### config.mk
export PLATFORM = sky130hd
export DESIGN_NAME = cam_capture_axis
export DESIGN_NICKNAME = d
export VERILOG_FILES = /design/src/rtl/cam_capture_axis.sv
export SDC_FILE = /design/constraint.sdc
export NUM_CORES = 1
export LEC_CHECK = 0
export BUFFER_PORTS_ARGS = -buffer_cell sky130_fd_sc_hd__buf_2
export CAP_MARGIN = 0
export CELL_PAD_IN_SITES_DETAIL_PLACEMENT = 1
export CELL_PAD_IN_SITES_GLOBAL_PLACEMENT = 2
export CORE_ASPECT_RATIO = 1.4
export CORE_MARGIN = 2
export CORE_UTILIZATION = 50
export CTS_BUF_LIST = sky130_fd_sc_hd__clkbuf_16
export DETAILED_ROUTE_END_ITERATION = 8
export GPL_TIMING_DRIVEN = 0
export PLACE_DENSITY = 0.9
export SKIP_LAST_GASP = 1
export SLEW_MARGIN = 25
export SYNTH_ARGS = -nofsm -noshare
export SYNTH_HDL_FRONTEND = slang
export SYNTH_SLANG_ARGS = --single-unit
### constraint.sdc
create_clock -name aclk -period 11.07 [get_ports aclk]
set_input_delay 0.5535 -clock aclk [delete_from_list [all_inputs] [get_ports aclk]]
set_output_delay 0.5535 -clock aclk [all_outputs]
set_load 0.03 [all_outputs]
### src/rtl/cam_capture_axis.sv
// -----------------------------------------------------------------------------
// cam_capture_axis
//   Captures an 8-bit parallel camera bus (vsync/href/data) and emits pixels
//   on an AXI4-Stream video master through a first-word-fall-through FIFO.
//
// Ports
//   aclk, aresetn          : pixel clock, asynchronous active-low reset
//   cam_vsync/href/data    : camera bus (vsync high = vertical blank)
//   cfg_enable             : capture enable, honoured at frame boundaries
//   cfg_mode               : 0 RGB565->RGB888, 1 YUV422 pass, 2/3 RAW8
//   ovf_clr                : clears ovf_sticky (a same-cycle overflow wins)
//   m_axis_video_*         : AXIS master (tuser = SOF, tlast = EOL)
//   line_width             : pixel count of the last completed line
//   frame_lines            : line count of the last completed frame
//   frame_cnt              : completed frames, wraps
//   ovf_sticky             : FIFO overflow seen
//   busy                   : FSM not idle
// -----------------------------------------------------------------------------
module cam_capture_axis #(
    parameter int AXIS_TDATA_WIDTH = 32,
    parameter int FIFO_DEPTH       = 16,
    parameter int CNT_W            = 12
) (
    input  logic                        aclk,
    input  logic                        aresetn,
    input  logic                        cam_vsync,
    input  logic                        cam_href,
    input  logic [7:0]                  cam_data,
    input  logic                        cfg_enable,
    input  logic [1:0]                  cfg_mode,
    input  logic                        ovf_clr,
    output logic [AXIS_TDATA_WIDTH-1:0] m_axis_video_tdata,
    output logic                        m_axis_video_tvalid,
    input  logic                        m_axis_video_tready,
    output logic                        m_axis_video_tuser,
    output logic                        m_axis_video_tlast,
    output logic [CNT_W-1:0]            line_width,
    output logic [CNT_W-1:0]            frame_lines,
    output logic [15:0]                 frame_cnt,
    output logic                        ovf_sticky,
    output logic                        busy
);

    localparam int AW = $clog2(FIFO_DEPTH);

    typedef enum logic [1:0] {
        IDLE,
        WAIT_FRAME,
        ACTIVE,
        DROP
    } state_t;

    state_t r_state;
    state_t w_state_nxt;

    // registered camera inputs and their one-cycle-delayed copies
    logic       r_vs, r_vs_d, r_hr, r_hr_d;
    logic [7:0] r_d;

    logic w_vs_rise, w_vs_fall, w_hr_rise, w_hr_fall;

    // byte assembly / hold register
    logic [1:0]  r_mode;
    logic        r_phase;
    logic [7:0]  r_hi;
    logic        r_hold_vld;
    logic [23:0] r_hold_pix;
    logic        r_sof_pend;

    logic        w_two_byte, w_byte_vld, w_pix_vld, w_start;
    logic [4:0]  w_r, w_b;
    logic [5:0]  w_g;
    logic [23:0] w_pix;

    // FIFO
    logic [25:0] r_mem [FIFO_DEPTH];
    logic [AW:0] r_wptr, r_rptr;
    logic        w_full, w_empty, w_pop, w_push, w_ovf, w_wr;
    logic [25:0] w_push_word, w_out;

    // statistics
    logic [CNT_W-1:0] r_pix_cnt, r_line_cnt;

    // -------------------------------------------------------------------------
    // Input registration and edge detection
    // -------------------------------------------------------------------------
    always_ff @(posedge aclk or negedge aresetn) begin
        if (!aresetn) begin
            r_vs   <= 1'b0;
            r_vs_d <= 1'b0;
            r_hr   <= 1'b0;
            r_hr_d <= 1'b0;
            r_d    <= '0;
        end else begin
            r_vs   <= cam_vsync;
            r_vs_d <= r_vs;
            r_hr   <= cam_href;
            r_hr_d <= r_hr;
            r_d    <= cam_data;
        end
    end

    assign w_vs_rise =  r_vs & ~r_vs_d;
    assign w_vs_fall = ~r_vs &  r_vs_d;
    assign w_hr_rise =  r_hr & ~r_hr_d;
    assign w_hr_fall = ~r_hr &  r_hr_d;

    // -------------------------------------------------------------------------
    // FSM
    // -------------------------------------------------------------------------
    always_ff @(posedge aclk or negedge aresetn) begin
        if (!aresetn) r_state <= IDLE;
        else          r_state <= w_state_nxt;
    end

    always_comb begin
        w_state_nxt = r_state;
        case (r_state)
            IDLE: begin
                if (cfg_enable) w_state_nxt = WAIT_FRAME;
            end
            WAIT_FRAME: begin
                if (w_vs_rise && !cfg_enable) w_state_nxt = IDLE;
                else if (w_vs_fall)           w_state_nxt = ACTIVE;
            end
            ACTIVE: begin
                // frame end has priority so a frame always closes cleanly
                if (w_vs_rise)  w_state_nxt = cfg_enable ? WAIT_FRAME : IDLE;
                else if (w_ovf) w_state_nxt = DROP;
            end
            DROP: begin
                if (w_vs_rise) w_state_nxt = cfg_enable ? WAIT_FRAME : IDLE;
            end
            default: w_state_nxt = IDLE;
        endcase
    end

    assign busy = (r_state != IDLE);

    // -------------------------------------------------------------------------
    // Byte assembly and pixel formatting
    // -------------------------------------------------------------------------
    assign w_start    = (r_state == WAIT_FRAME) && w_vs_fall;
    assign w_two_byte = (r_mode == 2'd0) || (r_mode == 2'd1);
    assign w_byte_vld = (r_state == ACTIVE) && r_hr;
    assign w_pix_vld  = w_byte_vld && (!w_two_byte || r_phase);

    assign w_r = r_hi[7:3];
    assign w_g = {r_hi[2:0], r_d[7:5]};
    assign w_b = r_d[4:0];

    always_comb begin
        w_pix = '0;
        case (r_mode)
            2'd0:    w_pix = {w_r, w_r[4:2], w_g, w_g[5:4], w_b, w_b[4:2]};
            2'd1:    w_pix = {8'h00, r_hi, r_d};
            default: w_pix = {16'h0000, r_d};
        endcase
    end

    // A held pixel leaves either when the next pixel completes (eol=0) or
    // at the href fall (eol=1); the two cannot coincide since pixels only
    // complete while registered href is high.
    assign w_push      = (r_state == ACTIVE) && r_hold_vld && (w_pix_vld || w_hr_fall);
    assign w_push_word = {r_sof_pend, w_hr_fall, r_hold_pix};

    assign w_pop = ~w_empty & m_axis_video_tready;
    assign w_ovf = w_push & w_full & ~w_pop;
    assign w_wr  = w_push & ~w_ovf;

    always_ff @(posedge aclk or negedge aresetn) begin
        if (!aresetn) begin
            r_mode     <= '0;
            r_phase    <= 1'b0;
            r_hi       <= '0;
            r_hold_vld <= 1'b0;
            r_hold_pix <= '0;
            r_sof_pend <= 1'b0;
        end else begin
            if (w_start) r_mode <= cfg_mode;

            // phase is held clear while href is low, so every line starts on a high byte
            if (!r_hr)                          r_phase <= 1'b0;
            else if (w_byte_vld && w_two_byte)  r_phase <= ~r_phase;

            if (w_byte_vld && !r_phase) r_hi <= r_d;

            if (r_state != ACTIVE) begin
                r_hold_vld <= 1'b0;
            end else if (w_pix_vld) begin
                r_hold_vld <= 1'b1;
                r_hold_pix <= w_pix;
            end else if (w_hr_fall) begin
                r_hold_vld <= 1'b0;
            end

            if (w_start)   r_sof_pend <= 1'b1;
            else if (w_wr) r_sof_pend <= 1'b0;
        end
    end

    // -------------------------------------------------------------------------
    // Statistics and overflow flag
    // -------------------------------------------------------------------------
    always_ff @(posedge aclk or negedge aresetn) begin
        if (!aresetn) begin
            r_pix_cnt   <= '0;
            r_line_cnt  <= '0;
            line_width  <= '0;
            frame_lines <= '0;
            frame_cnt   <= '0;
            ovf_sticky  <= 1'b0;
        end else begin
            if (w_hr_rise)
                r_pix_cnt <= w_pix_vld ? CNT_W'(1) : '0;
            else if (w_pix_vld && (r_pix_cnt != '1))
                r_pix_cnt <= r_pix_cnt + CNT_W'(1);

            if (w_start)
                r_line_cnt <= '0;
            else if (w_wr && w_hr_fall && (r_line_cnt != '1))
                r_line_cnt <= r_line_cnt + CNT_W'(1);

            if (w_wr && w_hr_fall) line_width <= r_pix_cnt;

            if (w_vs_rise && (r_state == ACTIVE)) begin
                frame_lines <= r_line_cnt;
                frame_cnt   <= frame_cnt + 16'd1;
            end

            if (w_ovf)        ovf_sticky <= 1'b1;
            else if (ovf_clr) ovf_sticky <= 1'b0;
        end
    end

    // -------------------------------------------------------------------------
    // First-word-fall-through FIFO, entries {sof, eol, pixel[23:0]}
    // -------------------------------------------------------------------------
    assign w_empty = (r_wptr == r_rptr);
    assign w_full  = (r_wptr[AW] != r_rptr[AW]) && (r_wptr[AW-1:0] == r_rptr[AW-1:0]);

    always_ff @(posedge aclk or negedge aresetn) begin
        if (!aresetn) begin
            r_wptr <= '0;
            r_rptr <= '0;
        end else begin
            if (w_wr)  r_wptr <= r_wptr + (AW+1)'(1);
            if (w_pop) r_rptr <= r_rptr + (AW+1)'(1);
        end
    end

    // storage needs no reset: outputs are masked while the FIFO is empty
    always_ff @(posedge aclk) begin
        if (w_wr) r_mem[r_wptr[AW-1:0]] <= w_push_word;
    end

    assign w_out = w_empty ? '0 : r_mem[r_rptr[AW-1:0]];

    assign m_axis_video_tvalid = ~w_empty;
    assign m_axis_video_tuser  = w_out[25];
    assign m_axis_video_tlast  = w_out[24];
    assign m_axis_video_tdata  = AXIS_TDATA_WIDTH'(w_out[23:0]);

endmodule

==> impl_results.md <==
- Clock root buffer master: clkbuf_16
- First drt pass iteration count: 4
- DR vias: 10,900
- CTS Buffer Depth: 3
- Gr ovfl total: 0
- Fin crit share: 38.1%
- Post-synthesis cell count: around 1,100
- CP Class: reg2out
- Setup Skew: about 25 ps
- RSZ-0062 raised after global routing: false
- Finished Layout Cells: 1,844
- Pwr Density: 246 nW/um^2
- TritonCTS clock tree: built
- Iter 0 DRT Violations: between 700 and 800
- Setup TNS: 0 ps
- Maximum VDD drop: 0.000102 V
- CTS H-Tree Depth: 2
- Synth unique cells: 50
- CP max FO: 10
- Grt met1 use: approximately 30%
- Number of CTS-inserted buffers: between 40 and 50
- Met3 GRT Util: around 3.3%
- Reg clk slew, reported paths: ~60 ps
- Period minus WS final: ~4200 ps
- Syn Std Cell Area: 19,600 um^2
- Initial antenna violation count: 0
- Final GP Congestion: ~0.80
- Final WL: ~48 mm
- Die X: 172 um
- Post-Route Utilization: around three fifths
- Slew headroom: between 20 and 30%
- Least-Margin Pin Slew: ~1100 ps
- Vias in the first global route: around 12,000
- Max Clock Freq: 237 MHz
- Async set-or-reset flop fraction in the synthesized netlist: 25.1%
- Number of buffers added on ports: 85
- Clk_lat worst skew: between 500 and 600 ps
- Die area: between 40,000 and 50,000 um^2
- Syn Area/Cell: between 15 and 20 um^2
- Starting Density: 50.9%
- Largest net degree at the start of global routing: 95
- CP startpoint kind: flip-flop
- Busiest grt layer: met2
- Post-CTS resize count: 0
- Fin nets: 1,310
- Number of flops mapped to enable cells by yosys: 368
- Fin Hold WS: between 90 and 100 ps
- WL/cell: 26.3 um
- DP HPWL: between 30 and 40 mm
- Worst EP required: 10,520 ps
- Post-placement cell count: approximately 1,800
- Outcome: finished, final reports clean
- GR Util All Layers: 24.8%
- Leakage power: between 8 and 9 nW
- Ant. Diodes: 0
- Endpoints failing setup: 0
- Max-Cap Viols: 0
- First-pass GRT wire length: around 74 mm
- Share of cells above drive strength 1: between 20% and 30%
- FP Rows: 85
- Antenna-violating nets left: 0
- Count of pins over their slew limit: 0
- Vias per cell: 5.91
- I/O pin count: between 90 and 100
- Die Y: roughly 240 um
- Core area: between 30,000 and 40,000 um^2
- Ys Warns: 0
- Filler cells: approximately 3,500
- Worst EP arrival: ~3700 ps
- Drt drc: 0
- CP endpoint kind: output port
- HP Class: in2reg
- Clock Sink Count: a little under 500
- Final hold vios: 0
- FF+latch count, synth: 491
- Met2 global-route usage: between 40 and 50%
- Area delta synth->final: 15.1%
- Synth Flop Type: edfxtp_1
- Seq/Total Area, Yosys: 71.9%
-- sequential cells by signal (all words and copies together) (netlist names), 2 cells and up --
register and count:
r_mem 368, r_hold_pix 21, frame_cnt 16, frame_lines 12, line_width 12, r_line_cnt 12, r_pix_cnt 12, r_d 8
r_hi 8, r_rptr 5, r_wptr 5, r_mode 2, r_state 2
-- cell usage after synthesis (3+ instances only) --
library cell,count,area (um^2)
nor4_1,3,18.8
dfrtp_1,123,3080
nor2_1,28,105
a31oi_1,3,18.8
clkbuf_1,34,128
mux4_2,92,2070
a21oi_1,25,125
xor2_1,12,105
or4_1,5,37.5
inv_1,10,37.5
and4_1,5,43.8
edfxtp_1,368,11100
mux2i_1,30,300
nor2b_1,29,181
xnor2_1,23,201
o21ai_0,16,80.1
nand2b_1,6,37.5
ha_1,8,100
and2_1,8,50.1
or2_2,3,18.8
buf_2,15,75.1
a211oi_1,47,353
nand3_1,18,90.1
and3_1,23,144
mux2_2,22,248
buf_4,16,120
nor3_1,6,30.0
buf_1,5,18.8
o31ai_1,13,97.6
nand2_1,97,364
nand4_1,14,87.6
-- timing repair --
item,CTS,global route
hold buffers,1,0
setup buffers,0,0
hold endpoints to repair,29,0
-- layer usage --
| layer | up-vias | share of wire [%] |
|---|---|---|
| li1 | 4709 | - |
| met1 | 5690 | 37 |
| met2 | 396 | 54 |
| met3 | 112 | 4.7 |
| met4 | 0 | 3.7 |
| met5 | - | 0 |
-- worst paths after layout --
check / slack [ps] / startpoint / endpoint / cells past startpoint
setup / recovery: 6850 / r_rptr[1] / m_axis_video_tdata[23] / 7
hold / removal: 100 / cam_vsync / r_vs / 1
setup reg to reg: 7570 / r_rptr[4] / r_mem[3][8] / 8
hold reg to reg: 450 / r_vs / r_vs_d / 0
max in group asynchronous: 9890 / aresetn / r_hold_pix[22] / 3
min in group asynchronous: 440 / aresetn / frame_cnt[15] / 2
-- final cells by class --
cell class,instances,area [um^2],area share (%)
clock inverter,37,298,1.32
multi-input combinational,565,5180,22.9
inverter,10,37.5,0.166
clock buffer,47,1180,5.20
buffer,71,353,1.56
tap,522,653,2.89
sequential,491,14100,62.5
timing repair buffer,101,783,3.46
-- critical path, cell delays in order (launching register included) --
cell and delay, ps:
dfrtp_1 550, buf_2 370, clkbuf_1 580, clkbuf_1 580
a211oi_1 240, a211oi_1 440, buf_4 180, buf_2 180
-- stage by stage --
step / worst slack (ps) / cell area, um^2 / total power [mW]
2_1_floorplan: 7520 / 19700 / 3.49
3_3_place_gp: 5310 / 20800 / 3.96
3_5_place_dp: 7370 / 21100 / 4.05
4_1_cts: 6820 / 22600 / 5.61
5_1_grt: 6740 / 22600 / 5.77
6_report: 6850 / 22600 / 5.57
-- cell families (layout without fill, tap and decap cells) --
family	count (synthesis)	in the layout	share of synthesized area (%)
compound gates	114	114	3.99
xor+xnor	35	35	1.56
fa+ha+maj	8	8	0.510
buf+inv	81	266	1.99
flops	491	491	71.9
mux	144	144	13.3
other cells	1	8	0.0191
simple gates	256	256	6.69
-- cell usage in the layout, fill, tap and decap left out, types with 23 or more instances in the layout --
cell / n
a21oi_1: 25
a211oi_1: 47
xnor2_1: 23
clkbuf_1: 34
nor2_1: 28
mux2i_1: 30
mux4_2: 92
edfxtp_1: 368
dfrtp_1: 123
buf_2: 99
clkbuf_16: 47
nand2_1: 97
nor2b_1: 29
-- power breakdown --
part / internal, mW / leakage, nW / switching [mW]
logic: 0.621 / 2.59 / 0.965
clock network: 0.886 / 0.758 / 0.668
registers: 2.21 / 4.96 / 0.218
total: 3.72 / 8.31 / 1.85
Power figures use the tool's default switching activity.
